<file path="src/rtl/hazard_control_unit_if.sv">
// Instruction-side inputs and decoded control outputs of the hazard control unit.
// The master drives instructions and hazard flags; the slave is the control unit.
interface hazard_control_unit_if #(
    parameter int CNT_W    = 3,
    parameter int ALU_OP_W = 6
);
    logic                instr_valid;
    logic [5:0]          opcode;
    logic [5:0]          funct;
    logic                is_alu_zero;
    logic                is_full_rnum1;
    logic                is_full_rnum2;

    logic                is_R_type;
    logic                is_I_type;
    logic                is_J_type;
    logic                is_write_from_mem;
    logic                is_write_reg;
    logic                is_write_mem;
    logic                is_load_PC;
    logic [1:0]          control_mux_for_PC;
    logic [ALU_OP_W-1:0] opcode_alu;
    logic                is_nop;
    logic                is_halted;
    logic [CNT_W-1:0]    stall_count;

    modport master (
        output instr_valid, opcode, funct, is_alu_zero, is_full_rnum1, is_full_rnum2,
        input  is_R_type, is_I_type, is_J_type, is_write_from_mem, is_write_reg,
               is_write_mem, is_load_PC, control_mux_for_PC, opcode_alu, is_nop,
               is_halted, stall_count
    );

    modport slave (
        input  instr_valid, opcode, funct, is_alu_zero, is_full_rnum1, is_full_rnum2,
        output is_R_type, is_I_type, is_J_type, is_write_from_mem, is_write_reg,
               is_write_mem, is_load_PC, control_mux_for_PC, opcode_alu, is_nop,
               is_halted, stall_count
    );
endinterface

</file>
<file path="src/rtl/hazard_control_unit.sv">
// Pipeline control unit: decodes instructions into registered control signals and
// inserts stall bubbles for data hazards and a flush bubble after taken branches/jumps.
module hazard_control_unit #(
    parameter int STALL_CYCLES = 2,
    parameter int CNT_W        = 3,
    parameter int ALU_OP_W     = 6
) (
    input  logic                  clk,
    input  logic                  rst,
    hazard_control_unit_if.slave  bus
);

    localparam logic [5:0] OP_R    = 6'b000000;
    localparam logic [5:0] OP_ADDI = 6'b001000;
    localparam logic [5:0] OP_LW   = 6'b100011;
    localparam logic [5:0] OP_SW   = 6'b101011;
    localparam logic [5:0] OP_BEQ  = 6'b000100;
    localparam logic [5:0] OP_J    = 6'b000010;
    localparam logic [5:0] OP_NOP  = 6'b111111;
    localparam logic [5:0] FN_ADD  = 6'b100000;
    localparam logic [5:0] FN_SUB  = 6'b100010;

    typedef enum logic [1:0] {RUN, STALL, FLUSH, HALT} state_t;

    typedef struct packed {
        logic       r_type;
        logic       i_type;
        logic       j_type;
        logic       write_from_mem;
        logic       write_reg;
        logic       write_mem;
        logic       load_pc;
        logic [1:0] pc_mux;
        logic [5:0] alu_op;
        logic       nop;
        logic       halted;
    } ctrl_t;

    state_t           state, state_n;
    logic [CNT_W-1:0] cnt, cnt_n;
    ctrl_t            ctrl_n;
    logic             hazard;
    logic             redirect;

    function automatic ctrl_t bubble(input logic load_pc);
        ctrl_t c;
        c         = '0;
        c.nop     = 1'b1;
        c.load_pc = load_pc;
        return c;
    endfunction

    function automatic ctrl_t halt_ctrl();
        ctrl_t c;
        c        = '0;
        c.halted = 1'b1;
        return c;
    endfunction

    function automatic logic is_known(input logic [5:0] op);
        return (op == OP_R)   || (op == OP_ADDI) || (op == OP_LW) || (op == OP_SW) ||
               (op == OP_BEQ) || (op == OP_J)    || (op == OP_NOP);
    endfunction

    // Every decoded instruction keeps fetching; only listed controls are raised.
    function automatic ctrl_t decode(input logic [5:0] op, input logic [5:0] fn,
                                     input logic zero);
        ctrl_t c;
        c         = '0;
        c.load_pc = 1'b1;
        case (op)
            OP_R: begin
                c.r_type    = 1'b1;
                c.write_reg = 1'b1;
                c.alu_op    = (fn == FN_ADD || fn == FN_SUB) ? fn : 6'b000000;
            end
            OP_ADDI: begin
                c.i_type    = 1'b1;
                c.write_reg = 1'b1;
                c.alu_op    = FN_ADD;
            end
            OP_LW: begin
                c.i_type         = 1'b1;
                c.write_from_mem = 1'b1;
                c.write_reg      = 1'b1;
                c.alu_op         = FN_ADD;
            end
            OP_SW: begin
                c.i_type    = 1'b1;
                c.write_mem = 1'b1;
                c.alu_op    = FN_ADD;
            end
            OP_BEQ: begin
                c.i_type = 1'b1;
                c.pc_mux = zero ? 2'b01 : 2'b00;
            end
            OP_J: begin
                c.j_type = 1'b1;
                c.pc_mux = 2'b10;
            end
            OP_NOP:  c.nop = 1'b1;
            default: c = '0;
        endcase
        return c;
    endfunction

    assign hazard   = bus.instr_valid &&
                      (bus.is_full_rnum1 || (bus.is_full_rnum2 && bus.opcode == OP_R));
    assign redirect = (bus.opcode == OP_J) || (bus.opcode == OP_BEQ && bus.is_alu_zero);

    always_comb begin
        state_n = state;
        cnt_n   = cnt;
        ctrl_n  = bubble(1'b1);
        case (state)
            RUN: begin
                if (bus.instr_valid && !is_known(bus.opcode)) begin
                    state_n = HALT;
                    ctrl_n  = halt_ctrl();
                end else if (hazard) begin
                    ctrl_n  = bubble(1'b0);
                    cnt_n   = CNT_W'(STALL_CYCLES - 1);
                    state_n = STALL;
                end else if (bus.instr_valid) begin
                    ctrl_n  = decode(bus.opcode, bus.funct, bus.is_alu_zero);
                    state_n = redirect ? FLUSH : RUN;
                end
            end
            STALL: begin
                // The last stall cycle issues the held instruction without rechecking
                // the hazard flags, so a persistent flag cannot stall forever.
                if (cnt != '0) begin
                    ctrl_n = bubble(1'b0);
                    cnt_n  = cnt - CNT_W'(1);
                end else if (!bus.instr_valid) begin
                    state_n = RUN;
                end else if (!is_known(bus.opcode)) begin
                    state_n = HALT;
                    ctrl_n  = halt_ctrl();
                end else begin
                    ctrl_n  = decode(bus.opcode, bus.funct, bus.is_alu_zero);
                    state_n = redirect ? FLUSH : RUN;
                end
            end
            FLUSH:   state_n = RUN;
            HALT:    ctrl_n  = halt_ctrl();
            default: state_n = RUN;
        endcase
    end

    always_ff @(posedge clk) begin
        if (rst) begin
            state                  <= RUN;
            cnt                    <= '0;
            bus.is_R_type          <= 1'b0;
            bus.is_I_type          <= 1'b0;
            bus.is_J_type          <= 1'b0;
            bus.is_write_from_mem  <= 1'b0;
            bus.is_write_reg       <= 1'b0;
            bus.is_write_mem       <= 1'b0;
            bus.is_load_PC         <= 1'b1;
            bus.control_mux_for_PC <= 2'b00;
            bus.opcode_alu         <= '0;
            bus.is_nop             <= 1'b0;
            bus.is_halted          <= 1'b0;
            bus.stall_count        <= '0;
        end else begin
            state                  <= state_n;
            cnt                    <= cnt_n;
            bus.is_R_type          <= ctrl_n.r_type;
            bus.is_I_type          <= ctrl_n.i_type;
            bus.is_J_type          <= ctrl_n.j_type;
            bus.is_write_from_mem  <= ctrl_n.write_from_mem;
            bus.is_write_reg       <= ctrl_n.write_reg;
            bus.is_write_mem       <= ctrl_n.write_mem;
            bus.is_load_PC         <= ctrl_n.load_pc;
            bus.control_mux_for_PC <= ctrl_n.pc_mux;
            bus.opcode_alu         <= ALU_OP_W'(ctrl_n.alu_op);
            bus.is_nop             <= ctrl_n.nop;
            bus.is_halted          <= ctrl_n.halted;
            bus.stall_count        <= (state_n == STALL) ? cnt_n : '0;
        end
    end

endmodule

</file>
<file path="src/flat_wrapper.sv">
// flat-port wrapper written by rule: the top's interface ports become plain ports
module hazard_control_unit_flat 
#(
    parameter int STALL_CYCLES = 2,
    parameter int CNT_W        = 3,
    parameter int ALU_OP_W     = 6
)
  (clk, rst, bus_instr_valid, bus_opcode, bus_funct, bus_is_alu_zero, bus_is_full_rnum1, bus_is_full_rnum2, bus_is_R_type, bus_is_I_type, bus_is_J_type, bus_is_write_from_mem, bus_is_write_reg, bus_is_write_mem, bus_is_load_PC, bus_control_mux_for_PC, bus_opcode_alu, bus_is_nop, bus_is_halted, bus_stall_count);
  hazard_control_unit_if #(.CNT_W(CNT_W), .ALU_OP_W(ALU_OP_W)) bus_i ();
  input  logic clk;
  input  logic rst;
  input wire logic [$bits(bus_i.instr_valid)-1:0] bus_instr_valid;
  input wire logic [$bits(bus_i.opcode)-1:0] bus_opcode;
  input wire logic [$bits(bus_i.funct)-1:0] bus_funct;
  input wire logic [$bits(bus_i.is_alu_zero)-1:0] bus_is_alu_zero;
  input wire logic [$bits(bus_i.is_full_rnum1)-1:0] bus_is_full_rnum1;
  input wire logic [$bits(bus_i.is_full_rnum2)-1:0] bus_is_full_rnum2;
  output wire logic [$bits(bus_i.is_R_type)-1:0] bus_is_R_type;
  output wire logic [$bits(bus_i.is_I_type)-1:0] bus_is_I_type;
  output wire logic [$bits(bus_i.is_J_type)-1:0] bus_is_J_type;
  output wire logic [$bits(bus_i.is_write_from_mem)-1:0] bus_is_write_from_mem;
  output wire logic [$bits(bus_i.is_write_reg)-1:0] bus_is_write_reg;
  output wire logic [$bits(bus_i.is_write_mem)-1:0] bus_is_write_mem;
  output wire logic [$bits(bus_i.is_load_PC)-1:0] bus_is_load_PC;
  output wire logic [$bits(bus_i.control_mux_for_PC)-1:0] bus_control_mux_for_PC;
  output wire logic [$bits(bus_i.opcode_alu)-1:0] bus_opcode_alu;
  output wire logic [$bits(bus_i.is_nop)-1:0] bus_is_nop;
  output wire logic [$bits(bus_i.is_halted)-1:0] bus_is_halted;
  output wire logic [$bits(bus_i.stall_count)-1:0] bus_stall_count;
  assign bus_i.instr_valid = bus_instr_valid;
  assign bus_i.opcode = bus_opcode;
  assign bus_i.funct = bus_funct;
  assign bus_i.is_alu_zero = bus_is_alu_zero;
  assign bus_i.is_full_rnum1 = bus_is_full_rnum1;
  assign bus_i.is_full_rnum2 = bus_is_full_rnum2;
  assign bus_is_R_type = bus_i.is_R_type;
  assign bus_is_I_type = bus_i.is_I_type;
  assign bus_is_J_type = bus_i.is_J_type;
  assign bus_is_write_from_mem = bus_i.is_write_from_mem;
  assign bus_is_write_reg = bus_i.is_write_reg;
  assign bus_is_write_mem = bus_i.is_write_mem;
  assign bus_is_load_PC = bus_i.is_load_PC;
  assign bus_control_mux_for_PC = bus_i.control_mux_for_PC;
  assign bus_opcode_alu = bus_i.opcode_alu;
  assign bus_is_nop = bus_i.is_nop;
  assign bus_is_halted = bus_i.is_halted;
  assign bus_stall_count = bus_i.stall_count;
  hazard_control_unit #(.STALL_CYCLES(STALL_CYCLES), .CNT_W(CNT_W), .ALU_OP_W(ALU_OP_W)) u_core (.clk(clk), .rst(rst), .bus(bus_i));
endmodule
</file>
<file path="config.mk">
export PLATFORM = sky130hd
export DESIGN_NAME = hazard_control_unit_flat
export DESIGN_NICKNAME = d
export VERILOG_FILES = /design/src/rtl/hazard_control_unit_if.sv /design/src/rtl/hazard_control_unit.sv /design/src/flat_wrapper.sv
export SDC_FILE = /design/constraint.sdc
export NUM_CORES = 1
export LEC_CHECK = 0
export CAP_MARGIN = 10
export CORE_MARGIN = 3
export CORE_UTILIZATION = 39
export DETAILED_ROUTE_END_ITERATION = 8
export GPL_ROUTABILITY_DRIVEN = 0
export PLACE_DENSITY = 0.83
export REMOVE_ABC_BUFFERS = 1
export SLEW_MARGIN = 20
export SYNTH_ARGS = -nofsm -noshare
export SYNTH_HDL_FRONTEND = slang
export SYNTH_SLANG_ARGS = --single-unit
</file>
<file path="constraint.sdc">
create_clock -name clk -period 1.9 [get_ports clk]
set_clock_uncertainty 0.15 [all_clocks]
set_input_delay 0.38 -clock clk [delete_from_list [all_inputs] [get_ports clk]]
set_output_delay 0.38 -clock clk [all_outputs]
set_load 0.05 [all_outputs]
</file>
==> impl_metrics.json <==
{
  "insertion_delay_ns": 0.31,
  "worst_ep_required_time_ns": 2.01,
  "grt_pass1_vias": 1113,
  "setup_viol": 0,
  "drive_gt1_frac": 0.395,
  "overflow": 0,
  "netlist_area_mm2": 0.00107,
  "worst-path-max-fanout": 2,
  "max_freq_ghz": 0.543,
  "rsz0062_at_grt": "yes",
  "synth-seq-area-share": 0.466,
  "grt_usage": 0.177,
  "startpoint_type": "input port",
  "die_w_um": 58.5,
  "dpl.hpwl_um": 2340,
  "finalSetupTns_ns": 0,
  "wl_um": 2980,
  "ys.flop_type": "dfxtp_1",
  "cp-end-kind": "register",
  "drc": 0,
  "htree_levels": 1,
  "dieArea_mm2": 0.00342,
  "path_clk_slew_ns": 0.13,
  "seqPwrFrac": 0.467,
  "die_h_um": 58.5,
  "ir_drop_uv": 673,
  "fin_crit_ns": 1.84,
  "first_pass_iters": 4,
  "initial_core_util": 0.422,
  "dr_total_vias": 1150,
  "comb_power_share": 0.350,
  "slew_violations": 0,
  "portBuffers": 37,
  "largest_reg_flops": 6,
  "p_switching_uw": 421,
  "first_iter_violations": 51,
  "clock_path_buffers": 2,
  "p_sw_frac": 0.334,
  "largestRegisters": "u_core.bus.opcode_alu x6, u_core.bus.stall_count x3, u_core.cnt x3",
  "reg2reg_slack_ns": 0.08,
  "synth_cell_types": 38,
  "ys_async_sr_fraction": 0,
  "synth-edff-count": 0,
  "pwr-share-clk": 0.182,
  "clkSinkCount": 25,
  "numCtsBuffers": 3,
  "area_growth_pct": 60.1,
  "intPower_uw": 841,
  "core_mm2": 0.00254,
  "fill_cells": 187,
  "top_usage_layer": "met2",
  "vias_per_cell": 5.23,
  "syn_inst": 119,
  "netlist_top_cells_count": "dfxtp_1, nor2_1, nor3_1",
  "grt_use_met2": 0.324,
  "ant_nets": 0,
  "antenna_found_initial": 0,
  "multi_input_area_um2": 586,
  "ys.warnings.count": 0,
  "power_density_mw_per_mm2": 733,
  "leakage_uw": 0.000777,
  "regArea_um2": 502,
  "synth_area_leaders": "dfxtp_1, nor2_1, nor3_1, inv_1, a21oi_1",
  "use_met3": 0.0154,
  "grt_max_degree": 15,
  "fin_hold_ws_ns": 0.234,
  "fin_crit_sh": 0.970,
  "grt_pass1_wl_um": 4770,
  "status": "finished, final reports clean",
  "wl_per_cell_um": 13.6,
  "critical_path_class": "input port to register",
  "ys_ff_latch": 25,
  "antenna_cells": 0,
  "max_cap_violations": 0,
  "cts_tree": "yes",
  "synthMostInstantiatedCell": "dfxtp_1",
  "synth.top_cell.area_share": 0.466,
  "hold_class": "input port to register",
  "cts-root-buf": "clkbuf_4",
  "use_met1": 0.214,
  "num-nets-final": 211,
  "avgSynthCellArea_um2": 9.03,
  "regMostFlops": "u_core.bus.opcode_alu",
  "boundaryPins": 38,
  "num_rows": 18,
  "netlist.top_cell.by_area": "dfxtp_1",
  "critical_path_arrival_ns": 1.95,
  "finalHoldViolCount": 0
}
==> through the flow <==
step	cell area [um^2]	util	instances	setup slack [ns]	power (uW)
5_1_grt	1720	0.676	220	-0.0238	1320
4_1_cts	1700	0.669	220	-0.0216	1250
2_1_floorplan	1080	-	120	-0.0820	837
6_report	1720	0.676	220	0.0573	1260
3_3_place_gp	1630	0.641	213	-0.601	994
3_5_place_dp	1630	0.641	213	-0.611	1010
==> cell families (layout without fill, tap and decap cells) <==
family	after synthesis	count (layout)	share of synthesized area
other	1	4	0.00349
AND/OR/NAND/NOR	54	54	0.284
XOR/XNOR	1	1	0.00815
adder cells (fa/ha/maj)	3	3	0.0338
flip-flops	25	25	0.466
buffers and inverters	10	78	0.0349
AO/OA/AOI/OAI	23	23	0.151
multiplexers	2	2	0.0186
==> layer usage <==
metal / share of wire / up-vias
met5: 0 / -
met2: 0.52 / 45
met4: 0.017 / 0
li1: - / 564
met3: 0.062 / 7
met1: 0.40 / 534
==> power by group through the flow <==
stage | registers, uW | clock network [uW] | logic [uW]
floorplan | 670 | 0 | 167
global placement | 595 | 0 | 399
detailed placement | 596 | 0 | 414
CTS | 585 | 237 | 424
global route | 592 | 251 | 478
finish | 589 | 230 | 442
==> worst max-delay path, stage by stage <==
cell and delay (ns):
clkdlybuf4s50_1 0.39, or4b_2 0.66, or3_1 0.36, a21oi_1 0.16
==> what timing repair did <==
| action | 4_1_cts | 5_1_grt |
|---|---|---|
| gates resized for setup | 25 | 12 |
| pin swaps | 6 | 3 |
| hold buffers | 0 | 0 |
| setup endpoints to repair | 20 | 10 |
| setup buffers | 3 | 0 |
| endpoints found under the hold margin | 0 | 0 |
==> cell type report <==
type | count | share of cell area
inverters | 8 | 0.0175
flip-flops and latches | 25 | 0.292
multi-input cells | 87 | 0.340
clock inverters | 1 | 0.00291
well taps | 30 | 0.0218
clock buffers | 3 | 0.0131
repair buffers | 66 | 0.313
==> placed cells by master (no fill, tap or decap), types with 4 or more instances in the layout <==
master	synthesis	layout
nor3_1	10	9
nand2_1	6	6
conb_1	1	4
and3_1	4	4
nor2_1	16	15
a21oi_1	5	5
clkdlybuf4s50_1	0	11
inv_1	8	7
buf_4	0	49
dfxtp_1	25	24
==> final timing paths <==
kind,cells after the start,startpoint,end
worst max-delay path,4,bus_funct[0],u_core.bus.opcode_alu[5]
worst min-delay path,3,bus_opcode[4],u_core.bus.is_write_reg
worst max register to register,6,u_core.cnt[0],u_core.bus.is_write_reg
worst min register to register,2,u_core.cnt[2],u_core.cnt[2]
Note: power is estimated with default switching activity, not from simulation.
